<file path="src/rtl/cpu_pkg.sv">
// Shared definitions for the multi-cycle CPU: opcodes, ALU codes,
// control-FSM states and instruction field positions.
package cpu_pkg;

    // Instruction opcodes (ir[31:29])
    localparam logic [2:0] OP_NOP   = 3'd0;
    localparam logic [2:0] OP_ADD   = 3'd1;
    localparam logic [2:0] OP_SUB   = 3'd2;
    localparam logic [2:0] OP_AND   = 3'd3;
    localparam logic [2:0] OP_OR    = 3'd4;
    localparam logic [2:0] OP_LOAD  = 3'd5;
    localparam logic [2:0] OP_STORE = 3'd6;
    localparam logic [2:0] OP_JMP   = 3'd7;

    // ALU operation select
    localparam logic [1:0] ALU_ADD = 2'b00;
    localparam logic [1:0] ALU_SUB = 2'b01;
    localparam logic [1:0] ALU_AND = 2'b10;
    localparam logic [1:0] ALU_OR  = 2'b11;

    // Instruction field positions
    localparam int OPC_HI  = 31;
    localparam int OPC_LO  = 29;
    localparam int ADDR_HI = 14;

    // Control FSM states
    typedef enum logic [2:0] {
        S_IDLE   = 3'd0,
        S_FETCH  = 3'd1,
        S_DECODE = 3'd2,
        S_EXEC   = 3'd3,
        S_MEM    = 3'd4,
        S_WB     = 3'd5
    } state_t;

    // True for the four register-to-register ALU opcodes
    function automatic logic is_alu_op(input logic [2:0] op);
        return (op >= OP_ADD) && (op <= OP_OR);
    endfunction

    // ALU opcodes are laid out so the ALU select is simply opcode-1
    function automatic logic [1:0] alu_op_of(input logic [2:0] op);
        return 2'(op - 3'd1);
    endfunction

endpackage

</file>
<file path="src/rtl/cpu_ctrl_fsm_if.sv">
// Bus bundle between the control FSM and the instruction memory, decoder,
// register file, ALU and data memory.
interface cpu_ctrl_fsm_if #(
    parameter int ADDR_W = 15,
    parameter int INST_W = 32
);
    // instruction memory handshake
    logic              imem_req;
    logic [ADDR_W-1:0] imem_addr;
    logic              imem_ack;
    logic [INST_W-1:0] imem_rdata;
    // decoder
    logic [INST_W-1:0] ir;
    logic [2:0]        opcode;
    logic [ADDR_W-1:0] addr_fld;
    // register file / ALU
    logic              rf_re;
    logic              alu_en;
    logic [1:0]        alu_op;
    logic              rf_we;
    logic              rf_wsel;
    // data memory handshake
    logic              dmem_req;
    logic              dmem_we;
    logic              dmem_ack;

    modport master (
        output imem_req, imem_addr, ir, rf_re, alu_en, alu_op,
               rf_we, rf_wsel, dmem_req, dmem_we,
        input  imem_ack, imem_rdata, opcode, addr_fld, dmem_ack
    );

    modport slave (
        input  imem_req, imem_addr, ir, rf_re, alu_en, alu_op,
               rf_we, rf_wsel, dmem_req, dmem_we,
        output imem_ack, imem_rdata, opcode, addr_fld, dmem_ack
    );
endinterface

</file>
<file path="src/rtl/cpu_ctrl_fsm.sv">
// Multi-cycle control unit: fetches into IR, sequences decode, execute,
// memory and write-back, and owns the program counter.
module cpu_ctrl_fsm
    import cpu_pkg::*;
#(
    parameter int                ADDR_W   = 15,
    parameter int                INST_W   = 32,
    parameter logic [ADDR_W-1:0] RESET_PC = '0
) (
    input  logic               clk,
    input  logic               rst_n,
    input  logic               start,
    input  logic               halt_req,
    cpu_ctrl_fsm_if.master     bus,
    output logic [ADDR_W-1:0]  pc,
    output logic               busy
);

    state_t            state;
    state_t            state_nxt;
    state_t            retire_state;
    logic [INST_W-1:0] ir;
    logic              halt_seen;

    // A halt seen at any point of this instruction, including the retiring
    // cycle itself, sends the FSM back to IDLE instead of the next fetch.
    assign retire_state = (halt_seen || halt_req) ? S_IDLE : S_FETCH;

    // State register
    always_ff @(posedge clk or negedge rst_n) begin
        if (!rst_n) begin
            state <= S_IDLE;
        end else begin
            state <= state_nxt;
        end
    end

    // PC, instruction register and sticky halt flag
    always_ff @(posedge clk or negedge rst_n) begin
        if (!rst_n) begin
            pc        <= RESET_PC;
            ir        <= '0;
            halt_seen <= 1'b0;
        end else begin
            halt_seen <= (state != S_IDLE) && (halt_seen || halt_req);
            if (state == S_FETCH && bus.imem_ack) begin
                ir <= bus.imem_rdata;
                pc <= pc + 1'b1;
            end else if (state == S_EXEC && bus.opcode == OP_JMP) begin
                pc <= bus.addr_fld;
            end
        end
    end

    // Next-state logic; acks only matter in the state that raised the request
    always_comb begin
        state_nxt = state;
        unique case (state)
            S_IDLE:   if (start) state_nxt = S_FETCH;
            S_FETCH:  if (bus.imem_ack) state_nxt = S_DECODE;
            S_DECODE: begin
                case (bus.opcode)
                    OP_ADD, OP_SUB, OP_AND, OP_OR, OP_JMP: state_nxt = S_EXEC;
                    OP_LOAD, OP_STORE:                     state_nxt = S_MEM;
                    default:                               state_nxt = retire_state;
                endcase
            end
            S_EXEC:   state_nxt = (bus.opcode == OP_JMP) ? retire_state : S_WB;
            S_MEM: begin
                if (bus.dmem_ack) begin
                    state_nxt = (bus.opcode == OP_LOAD) ? S_WB : retire_state;
                end
            end
            S_WB:     state_nxt = retire_state;
            default:  state_nxt = S_IDLE;
        endcase
    end

    // Control outputs decoded from the current state and opcode
    always_comb begin
        bus.imem_req = 1'b0;
        bus.rf_re    = 1'b0;
        bus.alu_en   = 1'b0;
        bus.alu_op   = ALU_ADD;
        bus.dmem_req = 1'b0;
        bus.dmem_we  = 1'b0;
        bus.rf_we    = 1'b0;
        bus.rf_wsel  = 1'b0;
        case (state)
            S_FETCH:  bus.imem_req = 1'b1;
            S_DECODE: bus.rf_re = is_alu_op(bus.opcode) || (bus.opcode == OP_STORE);
            S_EXEC: begin
                if (is_alu_op(bus.opcode)) begin
                    bus.alu_en = 1'b1;
                    bus.alu_op = alu_op_of(bus.opcode);
                end
            end
            S_MEM: begin
                bus.dmem_req = 1'b1;
                bus.dmem_we  = (bus.opcode == OP_STORE);
            end
            S_WB: begin
                bus.rf_we   = 1'b1;
                bus.rf_wsel = (bus.opcode == OP_LOAD);
            end
            default: ;
        endcase
    end

    assign bus.imem_addr = pc;
    assign bus.ir        = ir;
    assign busy          = (state != S_IDLE);

endmodule

</file>
<file path="src/flat_wrapper.sv">
// flat-port wrapper written by rule: the top's interface ports become plain ports
module cpu_ctrl_fsm_flat import cpu_pkg::*;
#(
    parameter int                ADDR_W   = 15,
    parameter int                INST_W   = 32,
    parameter logic [ADDR_W-1:0] RESET_PC = '0
)
  (clk, rst_n, start, halt_req, pc, busy, bus_imem_req, bus_imem_addr, bus_ir, bus_rf_re, bus_alu_en, bus_alu_op, bus_rf_we, bus_rf_wsel, bus_dmem_req, bus_dmem_we, bus_imem_ack, bus_imem_rdata, bus_opcode, bus_addr_fld, bus_dmem_ack);
  cpu_ctrl_fsm_if #(.ADDR_W(ADDR_W), .INST_W(INST_W)) bus_i ();
  input  logic clk;
  input  logic rst_n;
  input  logic start;
  input  logic halt_req;
  output logic [ADDR_W-1:0] pc;
  output logic busy;
  output wire logic [$bits(bus_i.imem_req)-1:0] bus_imem_req;
  output wire logic [$bits(bus_i.imem_addr)-1:0] bus_imem_addr;
  output wire logic [$bits(bus_i.ir)-1:0] bus_ir;
  output wire logic [$bits(bus_i.rf_re)-1:0] bus_rf_re;
  output wire logic [$bits(bus_i.alu_en)-1:0] bus_alu_en;
  output wire logic [$bits(bus_i.alu_op)-1:0] bus_alu_op;
  output wire logic [$bits(bus_i.rf_we)-1:0] bus_rf_we;
  output wire logic [$bits(bus_i.rf_wsel)-1:0] bus_rf_wsel;
  output wire logic [$bits(bus_i.dmem_req)-1:0] bus_dmem_req;
  output wire logic [$bits(bus_i.dmem_we)-1:0] bus_dmem_we;
  input wire logic [$bits(bus_i.imem_ack)-1:0] bus_imem_ack;
  input wire logic [$bits(bus_i.imem_rdata)-1:0] bus_imem_rdata;
  input wire logic [$bits(bus_i.opcode)-1:0] bus_opcode;
  input wire logic [$bits(bus_i.addr_fld)-1:0] bus_addr_fld;
  input wire logic [$bits(bus_i.dmem_ack)-1:0] bus_dmem_ack;
  assign bus_imem_req = bus_i.imem_req;
  assign bus_imem_addr = bus_i.imem_addr;
  assign bus_ir = bus_i.ir;
  assign bus_rf_re = bus_i.rf_re;
  assign bus_alu_en = bus_i.alu_en;
  assign bus_alu_op = bus_i.alu_op;
  assign bus_rf_we = bus_i.rf_we;
  assign bus_rf_wsel = bus_i.rf_wsel;
  assign bus_dmem_req = bus_i.dmem_req;
  assign bus_dmem_we = bus_i.dmem_we;
  assign bus_i.imem_ack = bus_imem_ack;
  assign bus_i.imem_rdata = bus_imem_rdata;
  assign bus_i.opcode = bus_opcode;
  assign bus_i.addr_fld = bus_addr_fld;
  assign bus_i.dmem_ack = bus_dmem_ack;
  cpu_ctrl_fsm #(.ADDR_W(ADDR_W), .INST_W(INST_W), .RESET_PC(RESET_PC)) u_core (.clk(clk), .rst_n(rst_n), .start(start), .halt_req(halt_req), .bus(bus_i), .pc(pc), .busy(busy));
endmodule
</file>
<file path="config.mk">
export PLATFORM = sky130hd
export DESIGN_NAME = cpu_ctrl_fsm_flat
export DESIGN_NICKNAME = d
export VERILOG_FILES = /design/src/rtl/cpu_pkg.sv /design/src/rtl/cpu_ctrl_fsm_if.sv /design/src/rtl/cpu_ctrl_fsm.sv /design/src/flat_wrapper.sv
export SDC_FILE = /design/constraint.sdc
export NUM_CORES = 1
export LEC_CHECK = 0
export ABC_AREA = 1
export CAP_MARGIN = 25
export CORE_MARGIN = 2
export CORE_UTILIZATION = 45
export DETAILED_ROUTE_END_ITERATION = 10
export MAX_ROUTING_LAYER = met4
export PLACE_DENSITY = 0.84
export SYNTH_ARGS = -nofsm -noshare
export SYNTH_HDL_FRONTEND = slang
export SYNTH_SLANG_ARGS = --single-unit
</file>
<file path="constraint.sdc">
create_clock -name clk -period 2.65 [get_ports clk]
set_clock_uncertainty 0.15 [all_clocks]
set_input_delay 0.6625 -clock clk [delete_from_list [all_inputs] [get_ports clk]]
set_output_delay 0.6625 -clock clk [all_outputs]
set_load 0.005 [all_outputs]
</file>
# ---- Word-level counts from Yosys, hierarchy flattened
# Cells that the tools add are included.
dict set report word_totals {
  latch_bits 0
  n_memories 0
  inputBits 56
  out_inout_bits 72
  reg_bits 51
  rom_bits 0
  elab_cells 55
  mem_bits_rw 0
}
dict set report op_classes {
  shifts 0
  bitwise_logic 0
  n_reduce_logical 12
  magnitude_cmp 2
  muxes 20
  addsub 2
  n_mul 0
  n_div 0
  n_eq_ne 15
}
# op count
set op_table {}
lappend op_table {{15-bit 2-to-1 mux} 2}
lappend op_table {{3-bit equality test, second input constant} 6}
lappend op_table {{3-bit one-hot mux with 6 select lines} 1}
lappend op_table {{15-bit by 1-bit adder with 15-bit output, second input constant} 1}
lappend op_table {{3-bit 2-to-1 mux} 5}
lappend op_table {{3-bit by 2-bit equality test with 1-bit output, second input constant} 4}
lappend op_table {{1-bit 2-to-1 mux} 9}
lappend op_table {{3-bit by 1-bit equality test with 1-bit output, second input constant} 2}
lappend op_table {{2-bit inequality test, second input constant} 3}
lappend op_table {{3-bit one-hot mux with 2 select lines} 1}
lappend op_table {{5-bit OR reduction} 1}
lappend op_table {{1-bit logical AND} 4}
lappend op_table {{2-bit 2-to-1 mux} 2}
lappend op_table {{3-bit by 1-bit >= comparator with 1-bit output, second input constant} 1}
lappend op_table {{3-bit less-or-equal comparator, second input constant} 1}
lappend op_table {{3-bit zero test} 1}
lappend op_table {{3-bit AND reduction} 1}
lappend op_table {{3-bit nonzero test} 1}
lappend op_table {{1-bit logical OR} 2}
lappend op_table {{2-bit nonzero test} 1}
lappend op_table {{2-bit OR reduction} 1}
lappend op_table {{2-bit by 1-bit subtractor with 2-bit output, second input constant} 1}

# ---- Longest topological paths before layout
# Gate-level depths: netlist of the first run.
dict set report logic_depth {
  word_depth 5
  ltp_mapped 10
}

# ---- Worst setup path before layout of the first run
# No wires, ideal clock.
dict set report synth_timing {
  path_kind {input to output}
  startpoint {input bus_opcode[1]}
  endpoint {output bus_rf_re}
  path_slack_ps 560
  cell_stages 6
  n_path_buf 0
  arrival_time_ps 1278
  cell_sequence {inv_1 ha_1 nor2_1 nand3_1 nand2_1 a21oi_1}
}
dict set report synth_via {
  elab_chain_cells 4
  elab_cells_between_ends 6
  cone_classes {2 x order compare; 1 x eq/ne; 1 x mux; 2 x reduce/logical}
}
# element line
set synth_rtl {}
lappend synth_rtl {{from (decl)} flat_wrapper.sv:28} ;# input wire logic [$bits(bus_i.opcode)-1:0] bus_opcode;
lappend synth_rtl {{3-bit by 1-bit >= comparator with 1-bit output or 3-bit less-or-equal comparator (tied branches)} cpu_pkg.sv:38} ;# return (op >= OP_ADD) && (op <= OP_OR);
lappend synth_rtl {{1-bit logical AND} cpu_pkg.sv:38}
lappend synth_rtl {{1-bit logical OR *} cpu_ctrl_fsm.sv:91} ;# S_DECODE: bus.rf_re = is_alu_op(bus.opcode) || (bus.opcode == OP_STORE);
lappend synth_rtl {{1-bit 2-to-1 mux *} cpu_ctrl_fsm.sv:89} ;# case (state)
lappend synth_rtl {{to (decl)} flat_wrapper.sv:19} ;# output wire logic [$bits(bus_i.rf_re)-1:0] bus_rf_re;
# Mark *: on every way between the ends. The rest lies on a longest branch, timed or not.

# ---- Worst setup path in the final report of the first run
dict set report layout_timing {
  startpoint {input bus_opcode[0]}
  endpoint {output bus_rf_re}
}
# Same word-level chain as after synthesis.

==> metrics.md, run 1 <==
| Metric | Value |
|---|---|
| Post-CTS Hold Fix Bufs | `0` |
| Number of global-route vias before repair | `2651` |
| Outcome | `finished clean` |
| Most common flop cell mapped by yosys | `dfrtp_1` |
| Rows | `28` |
| Vias/cell | `approximately 4.8` |
| Clk slew on worst S/H paths | `0.09 ns` |
| Crit Path Category | `in -> out` |
| Post-route ant nets | `0` |
| Minimum clock period | `2.63 ns` |
| Worst-Margin Slew | `0.597 ns` |
| Chip width | `83.3 um` |
| Drt total wl | `roughly 7.3 mm` |
| Crit path capture | `bus_rf_re` |
| F_max | `0.381 GHz` |
| FF-to-FF path depth | `7` |
| Share of cells above drive strength 1 | `0.0805` |
| CTS buffer count | `5` |
| Clk root buf | `clkbuf_8` |
| Cells after Synth | `379` |
| Die Span Y | `83.3 um` |
| Distinct cells, synth | `29` |
| Placed Cells | `565` |
| Post-Syn Nets | `440` |
| Worst skew pair latency | `0.30 ns` |
| Crit. End Element | `output pin` |
| WL per Instance | `12.8 um` |
| Worst hold slack | `0.201 ns` |
| CP startpoint kind | `primary input` |
| Synth Register Bits | `51` |
| Core area | `5990 um^2` |
| Synth top area cells | `dfrtp_1 45%, nand2_1 23%, buf_4 4.8%` |
| Finished Layout Cells | `572` |
| Synthesized cell area | `2830 um^2` |
| Antenna cells | `0` |
| Routability cong. | `0.914` |
| Initial DRC count | `a little over 100` |
| Global route overflow | `0` |
| Max-cap check violation count | `0` |
| Top Ports | `128` |
| Post-CTS Setup Bufs | `0` |
| End-of-flow core utilization | `0.702` |
| Power per Cell Area | `about 1000 nW/um^2` |
| HPWL after detailed placement | `5.48 mm` |
| Peak supply drop | `0.622 mV` |
| Top-area cell type share of the netlist area | `0.451` |
| Worst Setup SP | `bus_opcode[0]` |
| Final Max Slew Viols | `0` |
| Syn-to-layout area delta | `48.5%` |
| Post-synth ARST share | `1.00` |
| Number of setup violations in the final report | `0` |
| Period Utilization, post-route | `0.991` |
| H-tree Lvls | `2` |
| Post-route setup slack | `0.0241 ns` |
| Worst rel slew slack | `0.602` |
| Crit Reg-Reg Startpoint | `u_core.state[1]$_DFFE_PN0P_` |
| Drt pass-1 iters | `4` |
| Synth cell count leaders | `172 x nand2_1, 51 x dfrtp_1, 30 x inv_1` |
| CTS sink count | `between 50 and 60` |
| Port bufs | `127` |
| Nets | `around 560` |
| Sequential area share after synthesis | `0.451` |
| R2r endpoint | `u_core.bus.imem_addr[6]$_DFFE_PN0P_` |
| Leakage | `0.00205 uW` |
| Dpl ws | `-0.474 ns` |
| Final setup TNS | `0 ns` |
| Antenna violations before repair | `0` |
| Largest net degree at the start of global routing | `41` |
| Syn. warnings | `0` |
| Vias after detailed routing | `2731` |
| Hold/Removal Path Class | `in -> async` |
| Die Area | `6950 um^2` |
| Initial core utilization | `0.473` |
| Post-synth top area cell | `dfrtp_1` |
| RSZ-0062 raised after global routing | `true` |
| First-pass GRT wire length | `12.4 mm` |
| Flop-to-flop setup slack | `0.90 ns` |
| Number of flops mapped to enable cells by yosys | `0` |
| Syn avg cell area | `7.47 um^2` |
| Worst-path fanout max | `4` |
| Overall routing resource usage | `0.220` |
| Most frequent cell after synthesis | `nand2_1` |
| Longest Clk Path Bufs | `2` |
| Fin. Hold Viols | `0` |
| Crit path DAT | `approximately 1.8 ns` |
| CTS tree | `built` |
| Data required, critical path | `approximately 1.8 ns` |
| Drc violations | `0` |
-- where the power goes --
part | switching, uW | internal (uW)
sequential | 331 | 1140
combinational | 966 | 1240
clock | 257 | 276
total | 1550 | 2660
-- how the worst min path moves through the flow --
stage	start	to	slack, ns	cells after the start
3_3_place_gp	u_core.bus.ir[21]$_DFFE_PN0P_	u_core.bus.ir[21]$_DFFE_PN0P_	0.31	2
5_1_grt	rst_n	u_core.bus.ir[21]$_DFFE_PN0P_	0.22	1
2_1_floorplan	rst_n	u_core.bus.imem_addr[0]$_DFFE_PN0P_	0.22	0
6_report	rst_n	u_core.bus.ir[21]$_DFFE_PN0P_	0.20	1
3_5_place_dp	u_core.bus.ir[27]$_DFFE_PN0P_	u_core.bus.ir[27]$_DFFE_PN0P_	0.31	2
4_1_cts	rst_n	u_core.bus.ir[21]$_DFFE_PN0P_	0.22	1
-- logic make-up (layout without fill, tap and decap cells) --
family | after synthesis | in the layout | share of synthesized area
xor gates and xnor gates | 5 | 5 | 0.0155
adders and majority gates | 5 | 5 | 0.0221
and+or+nand+nor | 232 | 232 | 0.336
buffers and inverters | 59 | 177 | 0.118
AOI/OAI and AO/OA | 27 | 27 | 0.0579
DFF | 51 | 51 | 0.451
-- placed cells by master, fill, tap and decap left out, types with 5 or more instances in the layout --
cell type,count
xor2_1,5
o21a_1,7
nor2_1,26
dlygate4sd2_1,5
inv_1,28
dfrtp_1,50
o21ai_0,9
nand2_1,171
buf_4,9
nand3_1,16
clkbuf_8,5
clkdlybuf4s50_1,117
-- repair_timing --
| item | CTS | global route |
|---|---|---|
| gates resized for setup | 12 | 10 |
| endpoints found under the setup margin | 6 | 5 |
| cloned | 0 | 0 |
| pin swaps | 2 | 2 |
-- worst max-delay path: stages --
cell and delay, ns:
dlygate4sd2_1 0.28, ha_2 0.21, nor2_2 0.12, nand3_1 0.10, nand2_2 0.12, a21oi_2 0.07, dlygate4sd2_1 0.26
-- final cells by class --
cell class	count	area, um^2
Fill cell	491	1780
Timing Repair Buffer	138	1370
Sequential cell	51	1280
Multi-Input combinational cell	269	1240
Inverter	32	120
Tap cell	75	93.8
Clock buffer	5	68.8
Clock inverter	2	37.5
-- layer usage --
metal,global-route usage,up-vias,share of wire
met4,0.0492,0,0.0093
met3,0.0487,6,0.057
met1,0.265,1253,0.43
li1,-,1385,-
met5,-,-,0
met2,0.380,87,0.50
-- per-stage QoR --
stage / cell area (um^2) / power (uW)
floorplan: 2830 / 2580
CTS: 4190 / 4250
detailed placement: 4090 / 3710
global route: 4210 / 4570
finish: 4210 / 4210
global placement: 4090 / 3630
-- flip-flops by register name, indices dropped and copies added, names as in the netlist --
name / cells
u_core.bus.imem_addr: 15
u_core.bus.ir: 32
u_core.state: 3
u_core.halt_seen: 1
No activity file was read; power rests on OpenSTA's default activity.
==> run 2: changes to the inputs <==
CTS_BUF_LIST = sky130_fd_sc_hd__clkbuf_16   (was default)
==> run 2 against run 1 <==
  * Sequential power barely moved
  * First-iteration DRC count rose by 36%
  * Setup slack improved by 0.020 ns
  * Power rose by 4.5%
  * Non-clock buffer count did not move
  * Routed wire length rose by 0.57%
  * Core utilization rose by 0.84 points
  * Flip-flop and latch count did not move
  * Combinational power barely moved
  * Critical endpoint unchanged
  * Cell count did not move
  * Largest power group unchanged
==> metrics.md, run 2 (synthesized netlist as in run 1, its figures left out) <==
| Metric | Value |
|---|---|
| Outcome | `finished clean (unchanged)` |
| Crit path DAT | `1.79 ns (was 1.81 ns)` |
| Met3 usage in global routing | `0.0527 (was 0.0487)` |
| Flip-flop count of the largest register after layout | `32 (unchanged)` |
| Antenna cells | `0 (unchanged)` |
| Die Area | `6950 um^2 (unchanged)` |
| Crit. End Element | `output pin (unchanged)` |
| Comb power frac | `0.503 (was 0.524)` |
| Clk pwr share | `0.162 (was 0.127)` |
| Final Max Slew Viols | `0 (unchanged)` |
| Minimum clock period | `2.61 ns (was 2.63 ns)` |
| Overall routing resource usage | `0.226 (was 0.220)` |
| Worst-path fanout max | `4 (unchanged)` |
| Most frequent cells in the layout | `171 x nand2_1, 117 x clkdlybuf4s50_1, 51 x dfrtp_1 (was 171 x nand2_1, 117 x clkdlybuf4s50_1, 50 x dfrtp_1)` |
| Post-CTS Hold Fix Bufs | `0 (unchanged)` |
| P_int | `2820 uW (was 2660 uW)` |
| Post-CTS Setup Bufs | `0 (unchanged)` |
| Most flops, register | `u_core.bus.ir (unchanged)` |
| FILL cells | `498 (was 491)` |
| Number of setup violations in the final report | `0 (unchanged)` |
| Finished Layout Cells | `572 (unchanged)` |
| Leakage | `0.00208 uW (was 0.00205 uW)` |
| Worst-Margin Slew | `0.596 ns (was 0.597 ns)` |
| Share of cells above drive strength 1 | `0.0805 (unchanged)` |
| Antenna violations before repair | `0 (unchanged)` |
| Syn-to-layout area delta | `50.3% (was 48.5%)` |
| Final setup TNS | `0 ns (unchanged)` |
| Data required, critical path | `1.84 ns (about the same)` |
| Most common cell after layout, fill and taps aside | `nand2_1 (unchanged)` |
| Die Span Y | `83.3 um (unchanged)` |
| Post-route setup slack | `0.0445 ns (was 0.0241 ns)` |
| CTS tree | `built (unchanged)` |
| Global route overflow | `0 (unchanged)` |
| Post-route ant nets | `0 (unchanged)` |
| F_max | `0.384 GHz (was 0.381 GHz)` |
| Hold/Removal Path Class | `in -> async (unchanged)` |
| Period Utilization, post-route | `0.983 (was 0.991)` |
| Clk slew on worst S/H paths | `0.06 ns (was 0.09 ns)` |
| Worst rel slew slack | `0.603 (was 0.602)` |
| Core area | `5990 um^2 (unchanged)` |
| Max-cap check violation count | `0 (unchanged)` |
| Routability cong. | `0.914 (unchanged)` |
| WL per Instance | `12.9 um (was 12.8 um)` |
| Drt pass-1 iters | `4 (unchanged)` |
| Sw Share | `0.359 (was 0.369)` |
| GRT Max-Usage Layer | `met2 (unchanged)` |
| Power per Cell Area | `1030 nW/um^2 (was 1000 nW/um^2)` |
| CP startpoint kind | `primary input (unchanged)` |
| Peak supply drop | `0.568 mV (was 0.622 mV)` |
| Vias/cell | `4.76 (was 4.77)` |
| Placed Cells | `565 (unchanged)` |
| Initial DRC count | `139 (was 102)` |
| Number of global-route vias before repair | `2660 (was 2651)` |
| Vias after detailed routing | `2725 (was 2731)` |
| Sequential power share | `0.335 (was 0.350)` |
| CTS sink count | `51 (unchanged)` |
| Met1 usage | `0.266 (was 0.265)` |
| H-tree Lvls | `2 (unchanged)` |
| Nets | `558 (unchanged)` |
| Fin. Hold Viols | `0 (unchanged)` |
| HPWL after detailed placement | `5.48 mm (unchanged)` |
| Largest net degree at the start of global routing | `41 (unchanged)` |
| Layout Cell Area excl Fill | `4260 um^2 (was 4210 um^2)` |
| Drt total wl | `7.36 mm (was 7.31 mm)` |
| Total power | `4400 uW (was 4210 uW)` |
| Dpl ws | `-0.474 ns (unchanged)` |
| Switching pwr | `1580 uW (was 1550 uW)` |
| Top Ports | `128 (unchanged)` |
| Flop-to-flop setup slack | `0.89 ns (was 0.90 ns)` |
| Chip width | `83.3 um (unchanged)` |
| Crit Path Category | `in -> out (unchanged)` |
| Met2 GRT Util | `0.391 (was 0.380)` |
| First-pass GRT wire length | `12.5 mm (was 12.4 mm)` |
| Initial core utilization | `0.473 (unchanged)` |
| Port bufs | `127 (unchanged)` |
| CTS buffer count | `5 (unchanged)` |
| Drc violations | `0 (unchanged)` |
| RSZ-0062 raised after global routing | `false (was true)` |
| Rows | `28 (unchanged)` |
| Worst skew pair latency | `0.28 ns (was 0.30 ns)` |
| Area post-placement | `4090 um^2 (unchanged)` |
| Clk root buf | `clkbuf_16 (was clkbuf_8)` |
| Longest Clk Path Bufs | `2 (unchanged)` |
## run 2: cell count changes in the layout (fill, tap and decap cells not counted)
cell,before,now
clkdlybuf4s15_1,2,1
clkbuf_2,1,2
dfrtp_1,50,51
clkbuf_16,0,5
dfrtp_2,1,0
clkbuf_8,5,0
## run 2: power groups by stage
stage                     Sequential [uW]  Combinational [uW]  Clock (uW)
after floorplan                      1460                1120           0
after global placement               1470                2170           0
after detailed placement             1480                2230           0
after CTS                            1470                2240         729
after global routing                 1540                2450         769
final                                1470                2210         713
## run 2: area by class of cell
type / count / area (um^2) / share of cell area
Clock buffer: 5 / 125 / 0.0294
Clock inverter: 2 / 37.5 / 0.00882
Inverter: 32 / 120 / 0.0282
Multi-Input combinational cell: 269 / 1240 / 0.292
Sequential cell: 51 / 1280 / 0.300
Tap cell: 75 / 93.8 / 0.0220
Timing Repair Buffer: 138 / 1360 / 0.320
## run 2: worst paths after layout
kind | start | to | depth (start not counted)
worst max-delay path | bus_opcode[0] | bus_rf_re | 7
worst min-delay path | rst_n | u_core.bus.ir[21]$_DFFE_PN0P_ | 1
worst max register to register | u_core.state[1]$_DFFE_PN0P_ | u_core.bus.imem_addr[5]$_DFFE_PN0P_ | 7
worst min register to register | u_core.bus.ir[27]$_DFFE_PN0P_ | u_core.bus.ir[27]$_DFFE_PN0P_ | 2
max in group asynchronous | rst_n | u_core.bus.ir[11]$_DFFE_PN0P_ | 2
min in group clk | u_core.bus.ir[27]$_DFFE_PN0P_ | u_core.bus.ir[27]$_DFFE_PN0P_ | 2
## run 2: metal layers
metal  share of wire  vias up  wire [um]
met5               0        -          0
met4          0.0091        0         67
met3           0.052        5        385
met2            0.51       79       3730
met1            0.43     1254       3170
li1                -     1387          -
## run 2: what timing repair did
item                                   in CTS  in global routing
setup endpoints to repair                   6                  5
gates resized for setup                    12                 10
endpoints found under the hold margin       0                  0
pin swaps                                   2                  2
## run 2: critical path, stage by stage
cell           delay [ns]
dlygate4sd2_1        0.28
ha_2                 0.21
nor2_2               0.11
nand3_1              0.09
nand2_2              0.12
a21oi_2              0.07
dlygate4sd2_1        0.26
## run 2: per-stage QoR
step / hold slack (ns) / util
after floorplan: 0.217 / -
after global placement: 0.311 / 0.682
after detailed placement: 0.315 / 0.682
after CTS: 0.242 / 0.709
after global routing: 0.254 / 0.711
final: 0.221 / 0.711
==> run 3: changes to the inputs <==
--- a/constraint.sdc
+++ b/constraint.sdc
@@ -4,2 +4,2 @@
 set_output_delay 0.6625 -clock clk [all_outputs]
-set_load 0.005 [all_outputs]
+set_load 0.1 [all_outputs]
==> run 3 against run 2 <==
  * Global-route usage up 0.23 points
  * Hold slack worse by 0.0070 ns
  * Count of clock-buffer cells in the layout unchanged
  * Cell count down 0.17%
  * First-iteration DRC count up 4.3%
  * Final area up 0.65%
  * Setup slack better by 0.027 ns
  * Sequential share of layout area down 0.19 points
  * Register-to-register slack better by 0.02 ns
  * Critical path depth up 1
  * Non-clock buffer count down 1
  * Critical endpoint unchanged
==> metrics.md, run 3 (synthesized netlist as in run 1, its figures left out) <==
| Metric | Value |
|---|---|
| Fin. Hold Viols | `0 (unchanged)` |
| Worst-Margin Slew | `0.572 ns (was 0.596 ns)` |
| Critical Path Slowest Stage Cell | `clkdlybuf4s15_2 (was dlygate4sd2_1)` |
| Crit Reg-Reg Startpoint | `u_core.state[0]$_DFFE_PN0P_ (was u_core.state[1]$_DFFE_PN0P_)` |
| Worst skew pair latency | `0.28 ns (about the same)` |
| CP startpoint kind | `primary input (unchanged)` |
| Top Ports | `128 (unchanged)` |
| Max incr delay on CP | `0.23 ns (was 0.28 ns)` |
| WL per Instance | `13.4 um (was 12.9 um)` |
| Overall routing resource usage | `0.228 (was 0.226)` |
| Post-route setup slack | `0.0713 ns (was 0.0445 ns)` |
| Drt pass-1 iters | `4 (unchanged)` |
| Initial DRC count | `145 (was 139)` |
| Final setup TNS | `0 ns (unchanged)` |
| Data required, critical path | `1.84 ns (about the same)` |
| CTS buffer count | `5 (unchanged)` |
| CP Depth | `8 (was 7)` |
| Port bufs | `127 (unchanged)` |
| Largest net degree at the start of global routing | `33 (was 41)` |
| Final Max Slew Viols | `0 (unchanged)` |
| CTS sink count | `51 (unchanged)` |
| Share of cells above drive strength 1 | `0.236 (was 0.0805)` |
| Clk slew on worst S/H paths | `0.07 ns (was 0.06 ns)` |
| Drt total wl | `7.67 mm (was 7.36 mm)` |
| Number of setup violations in the final report | `0 (unchanged)` |
| Crit path cell chain | `clkdlybuf4s15_2 -> inv_4 -> ha_4 -> nor2_1 -> nand3_1 -> nand2_4 -> a21oi_4 -> buf_12 (was dlygate4sd2_1 -> ha_2 -> nor2_2 -> nand3_1 -> nand2_2 -> a21oi_2 -> dlygate4sd2_1)` |
| Die Area | `6950 um^2 (unchanged)` |
| Crit path DAT | `1.77 ns (was 1.79 ns)` |
| Worst Path Buf+Inv | `3 (was 2)` |
| Clk root buf | `clkbuf_16 (unchanged)` |
| Drc violations | `0 (unchanged)` |
| Post-route ant nets | `0 (unchanged)` |
| Rows | `28 (unchanged)` |
| Worst Setup SP | `bus_opcode[1] (was bus_opcode[0])` |
| Die Span Y | `83.3 um (unchanged)` |
| Number of global-route vias before repair | `2620 (was 2660)` |
| Flop-to-flop setup slack | `0.91 ns (was 0.89 ns)` |
| R2r endpoint | `u_core.bus.imem_addr[9]$_DFFE_PN0P_ (was u_core.bus.imem_addr[5]$_DFFE_PN0P_)` |
| Layout Cell Area excl Fill | `4280 um^2 (was 4260 um^2)` |
| Crit Path Category | `in -> out (unchanged)` |
| Worst rel slew slack | `0.618 (was 0.603)` |
| Area post-placement | `4120 um^2 (was 4090 um^2)` |
| Global route overflow | `0 (unchanged)` |
| Initial core utilization | `0.473 (unchanged)` |
| Chip width | `83.3 um (unchanged)` |
| Crit. End Element | `output pin (unchanged)` |
| Minimum clock period | `2.58 ns (was 2.61 ns)` |
| Vias after detailed routing | `2775 (was 2725)` |
| Hold/Removal Path Class | `in -> async (unchanged)` |
| Worst-path fanout max | `4 (unchanged)` |
| Max-cap check violation count | `0 (unchanged)` |
| F_max | `0.388 GHz (was 0.384 GHz)` |
| Syn-to-layout area delta | `51.2% (was 50.3%)` |
| Period Utilization, post-route | `0.973 (was 0.983)` |
| Post-CTS Hold Fix Bufs | `0 (unchanged)` |
| Dpl ws | `-0.318 ns (was -0.474 ns)` |
| Antenna violations before repair | `0 (unchanged)` |
| H-tree Lvls | `2 (unchanged)` |
| Nets | `557 (was 558)` |
| Most common cell after layout, fill and taps aside | `nand2_1 (unchanged)` |
| Longest Clk Path Bufs | `2 (unchanged)` |
| Flip-flop count of the largest register after layout | `32 (unchanged)` |
| Outcome | `finished clean (unchanged)` |
| Most frequent cells in the layout | `169 x nand2_1, 70 x buf_4, 51 x clkdlybuf4s50_1, 51 x dfrtp_1, 28 x inv_1 (was 171 x nand2_1, 117 x clkdlybuf4s50_1, 51 x dfrtp_1)` |
| Vias/cell | `4.86 (was 4.76)` |
| Core area | `5990 um^2 (unchanged)` |
| Antenna cells | `0 (unchanged)` |
| CP top delay family | `buffers and inverters (unchanged)` |
| CTS tree | `built (unchanged)` |
| RSZ-0062 raised after global routing | `false (unchanged)` |
| Routability cong. | `0.826 (was 0.914)` |
| First-pass GRT wire length | `12.6 mm (was 12.5 mm)` |
| HPWL after detailed placement | `5.82 mm (was 5.48 mm)` |
| Most flops, register | `u_core.bus.ir (unchanged)` |
| Crit path capture | `bus_rf_re (unchanged)` |
| FF-to-FF path depth | `8 (was 7)` |
==> run 3: how the worst min path moves through the flow <==
stage | cells after the start | endpoint | startpoint | slack [ns]
floorplan | 0 | u_core.bus.imem_addr[0]$_DFFE_PN0P_ | rst_n | 0.22
global placement | 2 | u_core.bus.ir[21]$_DFFE_PN0P_ | u_core.bus.ir[21]$_DFFE_PN0P_ | 0.31
detailed placement | 2 | u_core.bus.ir[29]$_DFFE_PN0P_ | u_core.bus.ir[29]$_DFFE_PN0P_ | 0.32
CTS | 1 | u_core.bus.ir[21]$_DFFE_PN0P_ | rst_n | 0.24
global route | 1 | u_core.bus.ir[21]$_DFFE_PN0P_ | rst_n | 0.26
finish | 1 | u_core.bus.ir[21]$_DFFE_PN0P_ | rst_n | 0.21
==> run 3: cell type report <==
class                      count  area, um^2
fill                         474        1710
multi-input combinational    269        1320
clock buffer                   5         125
tap                           75        93.8
clock inverter                 2        37.5
inverter                      32         123
timing repair buffer         137        1310
sequential                    51        1280
==> run 3: routing by layer <==
layer / up-vias / part of all wire / track usage
li1: 1384 / - / -
met1: 1275 / 0.40 / 0.267
met2: 103 / 0.52 / 0.394
met3: 13 / 0.065 / 0.0557
met4: 0 / 0.016 / 0.0566
met5: - / 0 / -
==> run 3: repair_timing <==
item / 4_1_cts / 5_1_grt
pin swaps: 5 / 1
buffers inserted: 0 / 0
resized for setup: 9 / 0
endpoints found under the setup margin: 6 / 1
==> run 3: through the flow <==
step           instances   util  hold WS (ns)
3_5_place_dp         564  0.687         0.316
3_3_place_gp         564  0.687         0.313
5_1_grt              571  0.715         0.257
2_1_floorplan        379      -         0.217
4_1_cts              571  0.715         0.236
6_report             571  0.715         0.214
==> run 3: worst reg2reg max path: stages (launching register included) <==
cell and delay [ns]:
dfrtp_1 0.61, nand2_2 0.12, nor2_4 0.15, nand2_4 0.08
nand2_4 0.11, inv_2 0.13, nand2_1 0.09, nand2_1 0.05
o21bai_1 0.14
Power of run 3 is left out: the tool's default activity adds up to more than one toggle a clock period on the data nets, which glitch-free logic cannot reach.
